**src/rtl/runway_n_if.sv**
```systemverilog
`default_nettype none
// ============================================================================
// Module      : runway_n_if
// Description : Switch/LED bundle between the board wrapper and the
//               runway_n light sequencer.
//                 sw   - 2-bit wind mode select (wrapper -> sequencer)
//                 ledr - N_LEDS light pattern, bit 0 = rightmost LED
//                 step - one-cycle pulse in the cycle ledr takes a new value
//               master modport: board/wrapper side; slave modport: sequencer.
// Revision    : 1.0 - initial release
// ============================================================================
interface runway_n_if #(
    parameter int N_LEDS = 3
);
    logic [1:0]        sw;
    logic [N_LEDS-1:0] ledr;
    logic              step;

    modport master (
        output sw,
        input  ledr,
        input  step
    );

    modport slave (
        input  sw,
        output ledr,
        output step
    );
endinterface : runway_n_if
`default_nettype wire

```
**src/rtl/runway_n.sv**
```systemverilog
`default_nettype none
// ============================================================================
// Module      : runway_n
// Description : Parametrised runway-light sequencer. A prescaler divides clk
//               by STEP_DIV; on every step edge the LED pattern advances
//               according to the wind switch:
//                 00 calm (alternating even/odd bits)
//                 01 single LED running right-to-left
//                 10 single LED running left-to-right
//                 11 hold, or ping-pong bounce when RUNWAY_BOUNCE_EN is defined
// Ports       : clk   - system clock, rising edge
//               reset - asynchronous active-low reset
//               bus   - runway_n_if.slave (sw in, ledr/step out)
// Parameters  : N_LEDS (>= 3), STEP_DIV (>= 1)
// Macro       : RUNWAY_BOUNCE_EN - enables bounce mode on sw=11
// Revision    : 1.0 - initial release
// ============================================================================
module runway_n #(
    parameter int N_LEDS   = 3,
    parameter int STEP_DIV = 1
) (
    input  wire logic   clk,
    input  wire logic   reset,
    runway_n_if.slave   bus
);

    localparam int c_CW = (STEP_DIV > 1) ? $clog2(STEP_DIV) : 1;
    localparam logic [c_CW-1:0] c_LAST = c_CW'(STEP_DIV - 1);

    // Even-index bits lit: 101 for three LEDs, 0x55 for eight.
    function automatic logic [N_LEDS-1:0] f_calm_a();
        logic [N_LEDS-1:0] v;
        v = '0;
        for (int i = 0; i < N_LEDS; i += 2) begin
            v[i] = 1'b1;
        end
        return v;
    endfunction

    localparam logic [N_LEDS-1:0] c_CALM_A = f_calm_a();
    localparam logic [N_LEDS-1:0] c_CALM_B = ~c_CALM_A;
    localparam logic [N_LEDS-1:0] c_BIT0   = N_LEDS'(1);
    localparam logic [N_LEDS-1:0] c_BITN   = c_BIT0 << (N_LEDS - 1);

    logic [c_CW-1:0]   cnt_q,  cnt_d;
    logic [N_LEDS-1:0] ledr_q, ledr_d;
    logic              step_q;
    logic              w_step_edge;
    logic              w_onehot;

`ifdef RUNWAY_BOUNCE_EN
    typedef enum logic {
        DIR_LEFT  = 1'b0,
        DIR_RIGHT = 1'b1
    } dir_t;

    dir_t dir_q, dir_d;
`endif

    assign w_step_edge = (cnt_q == c_LAST);
    assign w_onehot    = $onehot(ledr_q);

    always_ff @(posedge clk or negedge reset) begin
        if (!reset) begin
            cnt_q  <= '0;
            ledr_q <= c_CALM_A;
            step_q <= 1'b0;
`ifdef RUNWAY_BOUNCE_EN
            dir_q  <= DIR_LEFT;
`endif
        end else begin
            cnt_q  <= cnt_d;
            ledr_q <= ledr_d;
            step_q <= w_step_edge;
`ifdef RUNWAY_BOUNCE_EN
            dir_q  <= dir_d;
`endif
        end
    end

    always_comb begin
        // Prescaler free-runs; mode changes never disturb it.
        cnt_d  = (cnt_q == c_LAST) ? '0 : cnt_q + 1'b1;
        ledr_d = ledr_q;
`ifdef RUNWAY_BOUNCE_EN
        dir_d  = dir_q;
`endif
        if (w_step_edge) begin
            case (bus.sw)
                2'b00: ledr_d = (ledr_q == c_CALM_A) ? c_CALM_B : c_CALM_A;
                2'b01: ledr_d = w_onehot ? {ledr_q[N_LEDS-2:0], ledr_q[N_LEDS-1]} : c_BIT0;
                2'b10: ledr_d = w_onehot ? {ledr_q[0], ledr_q[N_LEDS-1:1]} : c_BITN;
                default: begin
`ifdef RUNWAY_BOUNCE_EN
                    // Endpoints turn around immediately so each is lit one step.
                    if (!w_onehot) begin
                        ledr_d = c_BIT0;
                        dir_d  = DIR_LEFT;
                    end else if (dir_q == DIR_LEFT) begin
                        if (ledr_q[N_LEDS-1]) begin
                            ledr_d = c_BITN >> 1;
                            dir_d  = DIR_RIGHT;
                        end else begin
                            ledr_d = ledr_q << 1;
                        end
                    end else begin
                        if (ledr_q[0]) begin
                            ledr_d = c_BIT0 << 1;
                            dir_d  = DIR_LEFT;
                        end else begin
                            ledr_d = ledr_q >> 1;
                        end
                    end
`else
                    ledr_d = ledr_q;
`endif
                end
            endcase
        end
    end

    assign bus.ledr = ledr_q;
    assign bus.step = step_q;

endmodule : runway_n
`default_nettype wire

```
**src/flat_wrapper.sv**
```systemverilog
// flat-port wrapper written by rule: the top's interface ports become plain ports
module runway_n_flat 
#(
    parameter int N_LEDS   = 3,
    parameter int STEP_DIV = 1
)
  (clk, reset, bus_sw, bus_ledr, bus_step);
  runway_n_if #(.N_LEDS(N_LEDS)) bus_i ();
  input  wire logic clk;
  input  wire logic reset;
  input wire logic [$bits(bus_i.sw)-1:0] bus_sw;
  output wire logic [$bits(bus_i.ledr)-1:0] bus_ledr;
  output wire logic [$bits(bus_i.step)-1:0] bus_step;
  assign bus_i.sw = bus_sw;
  assign bus_ledr = bus_i.ledr;
  assign bus_step = bus_i.step;
  runway_n #(.N_LEDS(N_LEDS), .STEP_DIV(STEP_DIV)) u_core (.clk(clk), .reset(reset), .bus(bus_i));
endmodule
```
**config.mk**
```make
export PLATFORM = sky130hd
export DESIGN_NAME = runway_n_flat
export DESIGN_NICKNAME = d
export VERILOG_FILES = /design/src/rtl/runway_n_if.sv /design/src/rtl/runway_n.sv /design/src/flat_wrapper.sv
export SDC_FILE = /design/constraint.sdc
export NUM_CORES = 1
export LEC_CHECK = 0
export BUFFER_PORTS_ARGS = -buffer_cell sky130_fd_sc_hd__buf_2
export CAP_MARGIN = 25
export CORE_AREA = 10 10 47 49
export DETAILED_ROUTE_END_ITERATION = 10
export DIE_AREA = 0 0 57 59
export PLACE_DENSITY = 0.37
export SLEW_MARGIN = 10
export SYNTH_ARGS = -nofsm -noshare
export SYNTH_HDL_FRONTEND = slang
export SYNTH_SLANG_ARGS = --single-unit
```
**constraint.sdc**
```tcl
create_clock -name clk -period 2.1 [get_ports clk]
set_clock_uncertainty 0.15 [all_clocks]
set_input_delay 0 -clock clk [delete_from_list [all_inputs] [get_ports clk]]
set_output_delay 0 -clock clk [all_outputs]
set_load 0.01 [all_outputs]
```
* Yosys cells after proc, flatten, opt, wreduce, memory -nomap -nowiden *
Index checks and enable logic that the tools add are counted.

storage, ports and cells
  output and inout bits = 4
  register bits after elaboration = 5
  input port bits = 4
  word-level logic and storage cells = 19

cells by class
  muxes and demuxes = 5
  $add $sub $neg = 3
  bitwise operators = 1
  equal/unequal tests = 4
  reductions and logical operators = 3

operators by type and width
  kind                                                  number
  2-to-1 mux 3 bit                                      3
  case mux 3 bit (3 select lines)                       1
  equality test 2 x 1 -> 1 bit (second input constant)  2
  equality test 3 bit (second input constant)           1
  nonzero test 3 bit                                    1
  adder 1 x 1 -> 2 bit                                  1
  adder 2 x 1 -> 2 bit                                  1
  equality test 2 bit (second input constant)           1
  logical NOT 2 bit                                     1
  AND reduction 2 bit                                   1
  adder 1 bit (second input constant)                   1
  2-to-1 mux 1 bit                                      1
  NOT 1 bit                                             1

* Longest topological paths before layout *
Gate-level depths: netlist of run 1.

  depth after elaboration = 5
  gate-level depth with buffers = 5
  depth with buffers taken out = 5

* Worst setup path before layout of run 1 *
No wires, ideal clock.

  kind = register to register
  start point = register u_core.ledr_q[0] (netlist: u_core.bus.ledr[0])
  end point = register u_core.ledr_q[1] (netlist: u_core.bus.ledr[1])
  path buffers = 0
  setup time = 73 ps
  cell stages (with the launch flop) = 6
  arrival time = 1657 ps
  period minus slack after synthesis = 1880 ps
  slack = 220 ps
  required time = 1877 ps
  cell sequence = dfstp_2 inv_1 fa_1 nand2b_1 o311a_1 a21oi_2

on the way
  word-level cells in the longest chain between the ends = 5
  elaborated cells on any way between the ends = 8
  those cells by class = 2 x add/sub; 2 x eq/ne; 4 x mux

ends and longest elaborated chain
  item                                        RTL line                        source
  start: declaration                          runway_n.sv:46                  logic [N_LEDS-1:0] ledr_q, ledr_d;
  start signal: assignment                    runway_n.sv:66                  ledr_q <= c_CALM_A;
  start signal: assignment                    runway_n.sv:73                  ledr_q <= ledr_d;
  adder 1 x 1 -> 2 bit (implied by the code)  runway_n.sv:61                  assign w_onehot = $onehot(ledr_q);
  adder 2 x 1 -> 2 bit (implied by the code)  runway_n.sv:61
  equality test 2 x 1 -> 1 bit                runway_n.sv:61
  2-to-1 mux 3 bit, on equally long branches  runway_n.sv:92, runway_n.sv:91
  case mux 3 bit (3 select lines) (*)         runway_n.sv:89                  case (bus.sw)

Mark *: on every way between the ends. The rest lies on a longest branch, timed or not.
A chain may end at the register's enable or synchronous reset.

* Worst setup path in the final report of run 1 *
  start point = register u_core.ledr_q[2] (netlist: u_core.bus.ledr[2])
  end point = register u_core.ledr_q[2] (netlist: u_core.bus.ledr[2])

on the way
  word-level cells in the longest chain between the ends = 4
  elaborated cells on any way between the ends = 7
  those cells by class = 1 x add/sub; 2 x eq/ne; 4 x mux

ends and longest elaborated chain
  item                                        RTL line
  adder 2 x 1 -> 2 bit (implied by the code)  runway_n.sv:61
  equality test 2 x 1 -> 1 bit                runway_n.sv:61
  2-to-1 mux 3 bit, on equally long branches  runway_n.sv:92, runway_n.sv:91
  case mux 3 bit (3 select lines) (*)         runway_n.sv:89

Marked as above.

==> impl_results.md, run 1 <==
* CP max stage delay at 0.54 ns
* Dpl hpwl at 535 microns
* Power per cell area at 924 nW/um^2
* Clk slew on worst S/H paths at 0.04 ns
* Tmin final at 1.98 ns
* CP max-delay cell: dfstp_2
* Antenna Nets Post-Route at 0
* CTS tree: done
* Mapped Nets at 36
* Root Buffer Master: clkbuf_4
* Critical path arrival at 1.96 ns
* Layout fillers at 164
* Gpl congestion at 0.696
* Status: completed
* Setup violators final at 0
* Detailed Route Iter0 Violations at 8
* Vias in the first global route at 292
* Leakage at 0.000193 uW
* Antenna violations before repair at 0
* Residual DRC at 0
* Setup TNS at 0 ns
* Max-cap violation count at 0
* Global-route wire length before repair at 1160 microns
* Synth cell types at 16
* Via count at 259
* Final worst path period share at 94.1%
* #FFs+latches synth at 4
* Die Span X at 57 microns
* DR pass1 iterations at 4
* Die area at 3360 sq um
* Worst reg2reg startpoint: u_core.bus.ledr[2]$_DFFE_PN1P_
* Pin count of the biggest net entering global routing at 8
* Commonest non-fill, non-tap cell in the layout: buf_2
* Critical path type: flop to flop
* RSZ-0062 raised after global routing: no
* Reg2reg end: u_core.bus.ledr[2]$_DFFE_PN1P_
* Core Rows at 14
* Clock buffer depth at 2
* CP required at 2.09 ns
* Worst Setup End Kind: flop
* Worst-path cell chain: inv_1, fa_1, nor2b_2, a311oi_1, a221oi_1
* Layout cells sized above 1 at 39.0%
* Final Slew Violations at 0
* Insertion delay to the later sink of the worst-skew pair at 0.23 ns
* Register area at 103 sq um
* Most frequent cells in the layout: 7 x buf_2, 6 x inv_1, 3 x ha_1, 3 x clkbuf_4
* Synth Warn # at 0
* Core footprint at 1400 sq um
* Initial Util at 20.2%
* Logic pwr share at 43.8%
* Placed cell areas at 338 sq um
* Die Y at 59 microns
* Post-synthesis cell count at 28
* Ant. Diodes at 0
* Post-Syn Area at 283 sq um
* R2R setup slack at 0.12 ns
* Area of the multi-input gates at 168 sq um
* Worst setup SP type: flop
* Number of I/O port buffers at 7
* Syn_area_per_cell at 10.1 sq um
* Sw power at 124 uW
* Final Instance Area at 398 sq um
* Int Power at 244 uW
* Average vias per placed instance at 4.54
* H-Tree Depth at 1
* Clk pwr share at 24.9%
* CP Max Fanout at 4
* Seq pwr share at 31.3%
* R2r worst-path depth at 5
* Peak VDD IR at 360 uV
* Post-synthesis sequential area ratio at 36.3%
* CTS buffer count at 3
* Switching portion of total power at 33.7%
* I/O pins at 8
* Avg WL per Cell at 11.6 microns
* Clk sinks at 4
* Maximum clock rate at 0.506 GHz
* Worst min path class: input port to async pin
* Hold Fails Final Rpt at 0
* Aggregate routed wire length at 662 microns
* Total GRT Usage at 4.49%
* Area growth, synth to finish at 40.7%
* GRT overflow at 0
* # nets final at 51
per-stage QoR:
step	hold slack [ns]	cells	utilization, %	setup slack [ns]	power [uW]
3_3_place_gp	-0.344	51	24.1	0.129	241
3_5_place_dp	-0.343	51	24.1	0.116	243
6_report	0.104	57	28.4	0.124	368
4_1_cts	0.0946	56	27.1	0.104	343
2_1_floorplan	-0.446	28	-	0.220	200
5_1_grt	0.125	57	28.4	0.00916	403
per-layer routing:
layer / GRT usage (%) / up-vias / share of wire, %
met1: 3.80 / 125 / 42
met4: 4.03 / 0 / 0.91
li1: - / 128 / -
met3: 1.93 / 2 / 2.3
met5: 0 / - / 0
met2: 7.91 / 4 / 55
what timing repair did:
| action | 4_1_cts | 5_1_grt |
|---|---|---|
| setup endpoints to repair | 0 | 2 |
| hold endpoints to repair | 4 | 0 |
| hold buffers | 2 | 0 |
| resized for setup | 0 | 2 |
| setup buffers | 0 | 1 |
worst max path at each step:
stage | from | end | slack, ns | depth (start not counted)
6_report | u_core.bus.ledr[2]$_DFFE_PN1P_ | u_core.bus.ledr[2]$_DFFE_PN1P_ | 0.12 | 5
2_1_floorplan | u_core.bus.ledr[0]$_DFFE_PN1P_ | u_core.bus.ledr[1]$_DFFE_PN0P_ | 0.22 | 5
5_1_grt | u_core.bus.ledr[2]$_DFFE_PN1P_ | u_core.bus.ledr[2]$_DFFE_PN1P_ | 0.009 | 5
4_1_cts | u_core.bus.ledr[0]$_DFFE_PN1P_ | u_core.bus.ledr[0]$_DFFE_PN1P_ | 0.10 | 5
3_5_place_dp | u_core.bus.ledr[0]$_DFFE_PN1P_ | u_core.bus.ledr[0]$_DFFE_PN1P_ | 0.12 | 5
3_3_place_gp | u_core.bus.ledr[0]$_DFFE_PN1P_ | u_core.bus.ledr[0]$_DFFE_PN1P_ | 0.13 | 5
state kept, by name, indices dropped and copies added, names as in the netlist:
register         flops
u_core.bus.ledr      3
u_core.bus.step      1
power by group through the flow:
stage / Combinational (uW) / Clock [uW] / Sequential, uW
3_3_place_gp: 123 / 0 / 118
4_1_cts: 130 / 97.9 / 116
5_1_grt: 182 / 102 / 118
6_report: 161 / 91.7 / 115
3_5_place_dp: 126 / 0 / 116
2_1_floorplan: 78.4 / 0 / 122
critical path, delay by kind of cell, from the launching register on:
family / cells / cell delay, ns
flops: 1 / 0.54
buf+inv: 1 / 0.08
simple gates: 1 / 0.19
compound gates: 2 / 0.44
fa+ha+maj: 1 / 0.48
kinds of logic (layout without fill, tap and decap cells):
group                      count (synthesis)  in the layout  synth area share (%)
adders and majority gates                  4              4                  20.4
DFF                                        4              4                  36.3
AOI/OAI and AO/OA                          9              9                  25.2
other                                      1              1                  1.33
buffers and inverters                      6             19                  7.96
and+or+nand+nor                            4              4                  8.85
synthesized netlist by cell type:
library cell	count	area, sq um
dfstp_2	2	52.6
ha_1	3	37.5
dfrtp_1	2	50.1
inv_1	6	22.5
a22oi_1	1	7.51
a21oi_2	1	8.76
nand4b_1	1	8.76
conb_1	1	3.75
a221oi_1	2	17.5
nand2b_1	1	6.26
o311a_1	1	10.0
o21ai_0	2	10.0
nor2b_1	1	6.26
fa_1	1	20.0
a311oi_1	2	17.5
nor2_1	1	3.75
area by class of cell:
class | count | share of cell area [%]
multi-input combinational | 18 | 42.1
inverter | 6 | 5.66
clock buffer | 3 | 5.66
tap | 16 | 5.03
timing repair buffer | 10 | 15.7
sequential | 4 | 25.8
Power figures use the tool's default switching activity.
==> run 2: changes to the inputs <==
--- a/config.mk
+++ b/config.mk
@@ -7,9 +7,9 @@
 export LEC_CHECK = 0
 export BUFFER_PORTS_ARGS = -buffer_cell sky130_fd_sc_hd__buf_2
 export CAP_MARGIN = 25
-export CORE_AREA = 10 10 47 49
+export CORE_AREA = 4 4 41 43
 export DETAILED_ROUTE_END_ITERATION = 10
-export DIE_AREA = 0 0 57 59
+export DIE_AREA = 0 0 45 47
 export PLACE_DENSITY = 0.37
 export SLEW_MARGIN = 10
 export SYNTH_ARGS = -nofsm -noshare
==> run 2 against run 1 <==
- non-clock buffer count is 1 lower
- first-iteration DRC count stayed put
- register-to-register slack gained 0.03 ns
- critical endpoint is now u_core.bus.ledr[1]$_DFFE_PN0P_
- largest power group unchanged
==> impl_results.md, run 2 (synthesis gave the netlist of run 1 again) <==
* DR pass1 iterations at 4 (unchanged)
* Total GRT Usage at 7.15% (+2.7 points)
* Worst reg2reg startpoint: u_core.bus.ledr[0]$_DFFE_PN1P_
* Global-route wire length before repair at 1040 microns (-11%)
* Die Span X at 45 microns (-21%)
* CP Launch Point: u_core.bus.ledr[0]$_DFFE_PN1P_
* Avg WL per Cell at 10.3 microns (-11%)
* Area growth, synth to finish at 34.1%
* GRT overflow at 0 (unchanged)
* I/O pins at 8 (unchanged)
* Met3 Use GR at 1.15% (-0.78 points)
* Setup TNS at 0 ns (unchanged)
* Root Buffer Master: clkbuf_4
* Vias in the first global route at 254 (-13%)
* Tmin final at 1.95 ns (-0.0267 ns)
* Layout fillers at 147 (-10%)
* Postcts setup bufs at 0 (unchanged)
* Setup violators final at 0 (unchanged)
* Met1 GRT Util at 8.08% (+4.3 points)
* Register area at 103 sq um (unchanged)
* CP Max Fanout at 5 (+1)
* Ant. Diodes at 0 (unchanged)
* Critical path arrival at 1.96 ns (about the same)
* Antenna Nets Post-Route at 0 (unchanged)
* CP required at 2.11 ns (+0.02 ns)
* Critical path type: flop to flop
* Worst setup SP type: flop
* Initial Util at 21.7% (+1.6 points)
* Max-cap violation count at 0 (unchanged)
* Leakage at 0.000181 uW (-6.0%)
* Status: completed
* CTS tree: done
* Power Total at 335 uW (-9.0%)
* Number of I/O port buffers at 7 (unchanged)
* Maximum clock rate at 0.513 GHz (+1.4%)
* Worst Setup End Kind: flop
* Average vias per placed instance at 4.71 (+3.6%)
* RSZ-0062 raised after global routing: no
* # nets final at 50 (-2.0%)
* Power per cell area at 883 nW/um^2 (-4.5%)
* Insertion delay to the later sink of the worst-skew pair at 0.23 ns (about the same)
* Core Rows at 13 (-1)
* Final Slew Violations at 0 (unchanged)
* Max reg flops at 3 (unchanged)
* Antenna violations before repair at 0 (unchanged)
* Dpl hpwl at 470 microns (-12%)
* Worst min path class: input port to async pin
* H-Tree Depth at 1 (unchanged)
* Die Y at 47 microns (-20%)
* Core footprint at 1300 sq um (-7.1%)
* Commonest non-fill, non-tap cell in the layout: buf_2
* Clk slew on worst S/H paths at 0.04 ns (about the same)
* Placed Cells at 50 (-2.0%)
* Gpl congestion at 0.647 (-7.0%)
* Via count at 259 (unchanged)
* Aggregate routed wire length at 569 microns (-14%)
* Residual DRC at 0 (unchanged)
* GRT Max-Usage Layer: met2
* Clock buffer depth at 2 (unchanged)
* Most frequent cells in the layout: 7 x buf_2, 6 x inv_1, 3 x ha_1, 3 x clkbuf_4
* Final worst path period share at 92.8% (-1.3 points)
* Hold Fails Final Rpt at 0 (unchanged)
* Met2 GRT Util at 11.3% (+3.4 points)
* Clk sinks at 4 (unchanged)
* CTS buffer count at 3 (unchanged)
* Layout cells sized above 1 at 32.5% (-6.5 points)
* Pin count of the biggest net entering global routing at 8 (unchanged)
* Detailed Route Iter0 Violations at 8 (unchanged)
* Peak VDD IR at 334 uV (-7.2%)
* Fin cells at 55 (-3.5%)
* Post-CTS sizing at 0 (unchanged)
* Die area at 2120 sq um (-37%)
* WHS at 0.109 ns (+0.00510 ns)
* Area of the multi-input gates at 158 sq um (-6.0%)
-- run 2: changes by cell type in the layout (fill, tap and decap cells not counted), sizes merged --
| cell | change |
|---|---|
| buf | -1 |
-- run 2: what timing repair did --
| item | 4_1_cts | 5_1_grt |
|---|---|---|
| hold buffers | 2 | 0 |
| hold endpoints to repair | 4 | 0 |
| setup endpoints to repair | 0 | 0 |
-- run 2: critical path, cell delays in order (launching register included) --
cell and delay, ns:
dfstp_2 0.55, inv_1 0.08, fa_1 0.49, nand2b_1 0.19, o311a_1 0.31, a21oi_2 0.11
-- run 2: worst paths after layout --
path	endpoint	slack (ns)	cells after the start
max reg2reg	u_core.bus.ledr[1]$_DFFE_PN0P_	0.15	5
max	u_core.bus.ledr[1]$_DFFE_PN0P_	0.15	5
min reg2reg	u_core.bus.ledr[2]$_DFFE_PN1P_	0.42	2
min in group clk	u_core.bus.ledr[2]$_DFFE_PN1P_	0.13	4
max in group asynchronous	u_core.bus.step$_DFF_PN0_	1.16	3
min	u_core.bus.ledr[2]$_DFFE_PN1P_	0.11	2
-- run 2: power by group --
part	total, uW	leakage [uW]	internal [uW]	switching, uW
Sequential	116	0.0000454	99.6	16.0
Clock	92.8	0.0000138	63.8	29.1
Combinational	126	0.000122	56.1	70.1
Total	335	0.000181	219	115
-- run 2: area by class of cell --
| type | instances | area share, % |
|---|---|---|
| clock buffer | 3 | 5.94 |
| inverter | 6 | 5.94 |
| multi-input combinational | 18 | 41.6 |
| sequential | 4 | 27.1 |
| tap | 15 | 4.95 |
| timing repair buffer | 9 | 14.5 |
-- run 2: per-layer routing --
layer | part of all wire [%] | wire [microns] | vias to the layer above
met3 | 9.0 | 51 | 2
met1 | 40 | 227 | 114
li1 | - | - | 124
met4 | 3.0 | 17 | 0
met5 | 0 | 0 | -
met2 | 48 | 273 | 19
-- run 2: metrics by stage --
step,worst slack [ns],cell area (sq um),utilization (%)
after floorplan,0.220,283,-
after detailed placement,0.145,337,25.9
final,0.151,379,29.1
after global routing,0.0315,379,29.1
after global placement,0.133,337,25.9
after CTS,0.128,379,29.1
==> run 3: changes to the inputs <==
--- a/config.mk
+++ b/config.mk
@@ -5,13 +5,14 @@
 export SDC_FILE = /design/constraint.sdc
 export NUM_CORES = 1
 export LEC_CHECK = 0
+export ABC_AREA = 1
 export BUFFER_PORTS_ARGS = -buffer_cell sky130_fd_sc_hd__buf_2
 export CAP_MARGIN = 25
 export CORE_AREA = 4 4 41 43
 export DETAILED_ROUTE_END_ITERATION = 10
 export DIE_AREA = 0 0 45 47
-export PLACE_DENSITY = 0.37
-export SLEW_MARGIN = 10
+export PLACE_DENSITY = 0.39
+export SLEW_MARGIN = 0
 export SYNTH_ARGS = -nofsm -noshare
 export SYNTH_HDL_FRONTEND = slang
 export SYNTH_SLANG_ARGS = --single-unit
==> run 3 against run 2 <==
- non-clock buffer count unchanged
- critical path type unchanged
- highest routed layer is now met3
- area after synthesis up 7.5%
- sequential power about the same
- via count increased by 5.0%
- critical endpoint is now u_core.bus.ledr[2]$_DFFE_PN1P_
- register-to-register slack better by 0.12 ns
- sequential cell count unchanged
- combinational power up 9.5%
- final cell count grew 22%
- utilization up 1.9 points
==> impl_results.md, run 3 <==
* Power per cell area at 878 nW/um^2 (-0.53%)
* Critical path type: flop to flop
* RSZ-0062 raised after global routing: no
* Post-synthesis sequential area ratio at 33.7% (-2.5 points)
* Ant. Diodes at 0 (unchanged)
* Area leader, netlist: dfstp_2
* Total GRT Usage at 6.74% (-0.41 points)
* H-Tree Depth at 1 (unchanged)
* Mapped Nets at 47 (+31%)
* EDFF count, synth at 0 (unchanged)
* Worst min path class: input port to flop
* Core Rows at 13 (unchanged)
* Dominant synthesized flop cell: dfstp_2
* Status: completed
* Post-Syn Area at 304 sq um (+7.5%)
* Average vias per placed instance at 4.06 (-14%)
* Most frequent cell after synthesis: nand2_1
* Top cells by count, synth: 9 x nand2_1, 7 x inv_1, 3 x a21oi_1, 3 x ha_1, 3 x nand3_1
* Die Span X at 45 microns (unchanged)
* Synth Warn # at 0 (unchanged)
* Layout cells sized above 1 at 30.8% (-1.7 points)
* Peak VDD IR at 432 uV (+29%)
* Clk slew on worst S/H paths at 0.04 ns (about the same)
* Final worst path period share at 86.9% (-5.9 points)
* Leakage at 0.000210 uW (+16%)
* Dpl hpwl at 487 microns (+3.7%)
* CP required at 2.11 ns (about the same)
* Detailed Route Iter0 Violations at 3 (-5)
* #FFs+latches synth at 4 (unchanged)
* DR pass1 iterations at 3 (-1)
* GRT overflow at 0 (unchanged)
* Final Slew Violations at 0 (unchanged)
* Core footprint at 1300 sq um (unchanged)
* Insertion delay to the later sink of the worst-skew pair at 0.23 ns (about the same)
* Most frequent cells in the layout: 9 x nand2_1, 7 x inv_1, 7 x buf_2
* Power Total at 355 uW (+6.0%)
* Worst Setup End Kind: flop
* Number of I/O port buffers at 7 (unchanged)
* CTS tree: done
* Clk sinks at 4 (unchanged)
* Worst setup SP type: flop
* Cts hold-fix bufs at 2 (unchanged)
* Via count at 272 (+5.0%)
* Area contributors post-synth: dfstp_2 17%, dfrtp_1 16%, ha_1 12%, nand2_1 11%, inv_1 8.6%
* Residual DRC at 0 (unchanged)
* CP Max Fanout at 5 (unchanged)
* Final Core Density at 31.1% (+1.9 points)
* Die area at 2120 sq um (unchanged)
* Synth cell types at 14 (-2)
* Setup violators final at 0 (unchanged)
* Async set or reset register ratio after synthesis at 100% (unchanged)
* Area growth, synth to finish at 32.9%
* Hold Fails Final Rpt at 0 (unchanged)
* Vias in the first global route at 259 (+2.0%)
* Share of the synthesized area in the top cell type at 17.3% (-1.3 points)
* Die Y at 47 microns (unchanged)
* Antenna Nets Post-Route at 0 (unchanged)
* Syn_area_per_cell at 7.80 sq um (-23%)
* Commonest non-fill, non-tap cell in the layout: nand2_1
* Gpl congestion at 0.753 (+16%)
* Postcts setup bufs at 0 (unchanged)
* Avg WL per Cell at 8.58 microns (-17%)
* Clock buffer depth at 2 (unchanged)
* Layout fillers at 147 (unchanged)
* # nets final at 61 (+22%)
* Pin count of the biggest net entering global routing at 6 (-2)
* Initial Util at 23.4% (+1.6 points)
* Post-synthesis cell count at 39 (+39%)
* Setup TNS at 0 ns (unchanged)
* Max reg flops at 3 (unchanged)
* Root Buffer Master: clkbuf_4
* Global-route wire length before repair at 993 microns (-4.1%)
* I/O pins at 8 (unchanged)
* CTS buffer count at 3 (unchanged)
* Critical path arrival at 1.83 ns (-0.13 ns)
* Aggregate routed wire length at 575 microns (+1.1%)
* Maximum clock rate at 0.548 GHz (+6.7%)
* Max-cap violation count at 0 (unchanged)
* Antenna violations before repair at 0 (unchanged)
* Tmin final at 1.83 ns (-0.123 ns)
* Post-CTS sizing at 0 (unchanged)
## run 3: changes by cell type after synthesis, moves of 2 or more
cell	previous run	this run
a21oi_1	0	3
o21ai_2	0	2
a221oi_1	2	0
nand3_1	0	3
o21ai_0	2	0
nand4_1	0	2
a311oi_1	2	0
nand2_1	0	9
## run 3: layout make-up
cell class | count | area, sq um | area share (%)
tap | 15 | 18.8 | 4.64
timing repair buffer | 9 | 55.1 | 13.6
inverter | 8 | 30.0 | 7.43
multi-input combinational | 27 | 171 | 42.4
clock buffer | 4 | 26.3 | 6.50
sequential | 4 | 103 | 25.4
## run 3: path summary, 6_finish.rpt
| path | startpoint | slack (ns) | to | cells past startpoint |
|---|---|---|---|---|
| max in group asynchronous | reset | 1.17 | u_core.bus.step$_DFF_PN0_ | 3 |
| worst max register to register | u_core.bus.ledr[0]$_DFFE_PN1P_ | 0.27 | u_core.bus.ledr[2]$_DFFE_PN1P_ | 8 |
| worst max-delay path | u_core.bus.ledr[0]$_DFFE_PN1P_ | 0.27 | u_core.bus.ledr[2]$_DFFE_PN1P_ | 8 |
| worst min register to register | u_core.bus.ledr[0]$_DFFE_PN1P_ | 0.38 | u_core.bus.ledr[0]$_DFFE_PN1P_ | 2 |
| min in group asynchronous | reset | 0.11 | u_core.bus.ledr[2]$_DFFE_PN1P_ | 2 |
| worst min-delay path | bus_sw[1] | 0.07 | u_core.bus.ledr[1]$_DFFE_PN0P_ | 4 |
## run 3: kinds of logic (layout without fill, tap and decap cells)
kind of cell	after synthesis	count (layout)	share of synthesized area (%)
buffers and inverters	8	21	9.88
AND/OR/NAND/NOR	16	16	22.6
AO/OA/AOI/OAI	6	6	13.6
flip-flops	4	4	33.7
other	1	1	1.23
adder cells (fa/ha/maj)	4	4	18.9
## run 3: stage by stage
stage                     cells  hold WS [ns]  setup slack, ns  cell area [sq um]
final                        67        0.0693            0.274                404
after global routing         67        0.0898            0.132                404
after CTS                    67        0.0706            0.242                404
after detailed placement     61        -0.346            0.251                358
after global placement       61        -0.341            0.256                358
after floorplan              39        -0.446            0.335                304
## run 3: per-layer routing
| metal | global-route usage [%] | wire (microns) | vias up |
|---|---|---|---|
| met5 | 0 | 0 | - |
| met4 | 5.26 | 0 | 0 |
| met3 | 2.68 | 25 | 0 |
| met2 | 10.5 | 287 | 3 |
| met1 | 7.34 | 262 | 121 |
| li1 | - | - | 148 |
## run 3: worst max-delay path, stage by stage, from the launching register on
cell and delay (ns):
dfstp_2 0.55, inv_1 0.07, fa_1 0.53, inv_1 0.08, nand3_1 0.09, nand2_1 0.05, nand2_1 0.05, nand2_1 0.05
a21oi_1 0.13
## run 3: power by group
group / switching [uW] / internal (uW)
Combinational: 84.1 / 53.5
Clock: 31.1 / 71.3
Sequential: 16.3 / 98.5
Total: 131 / 223
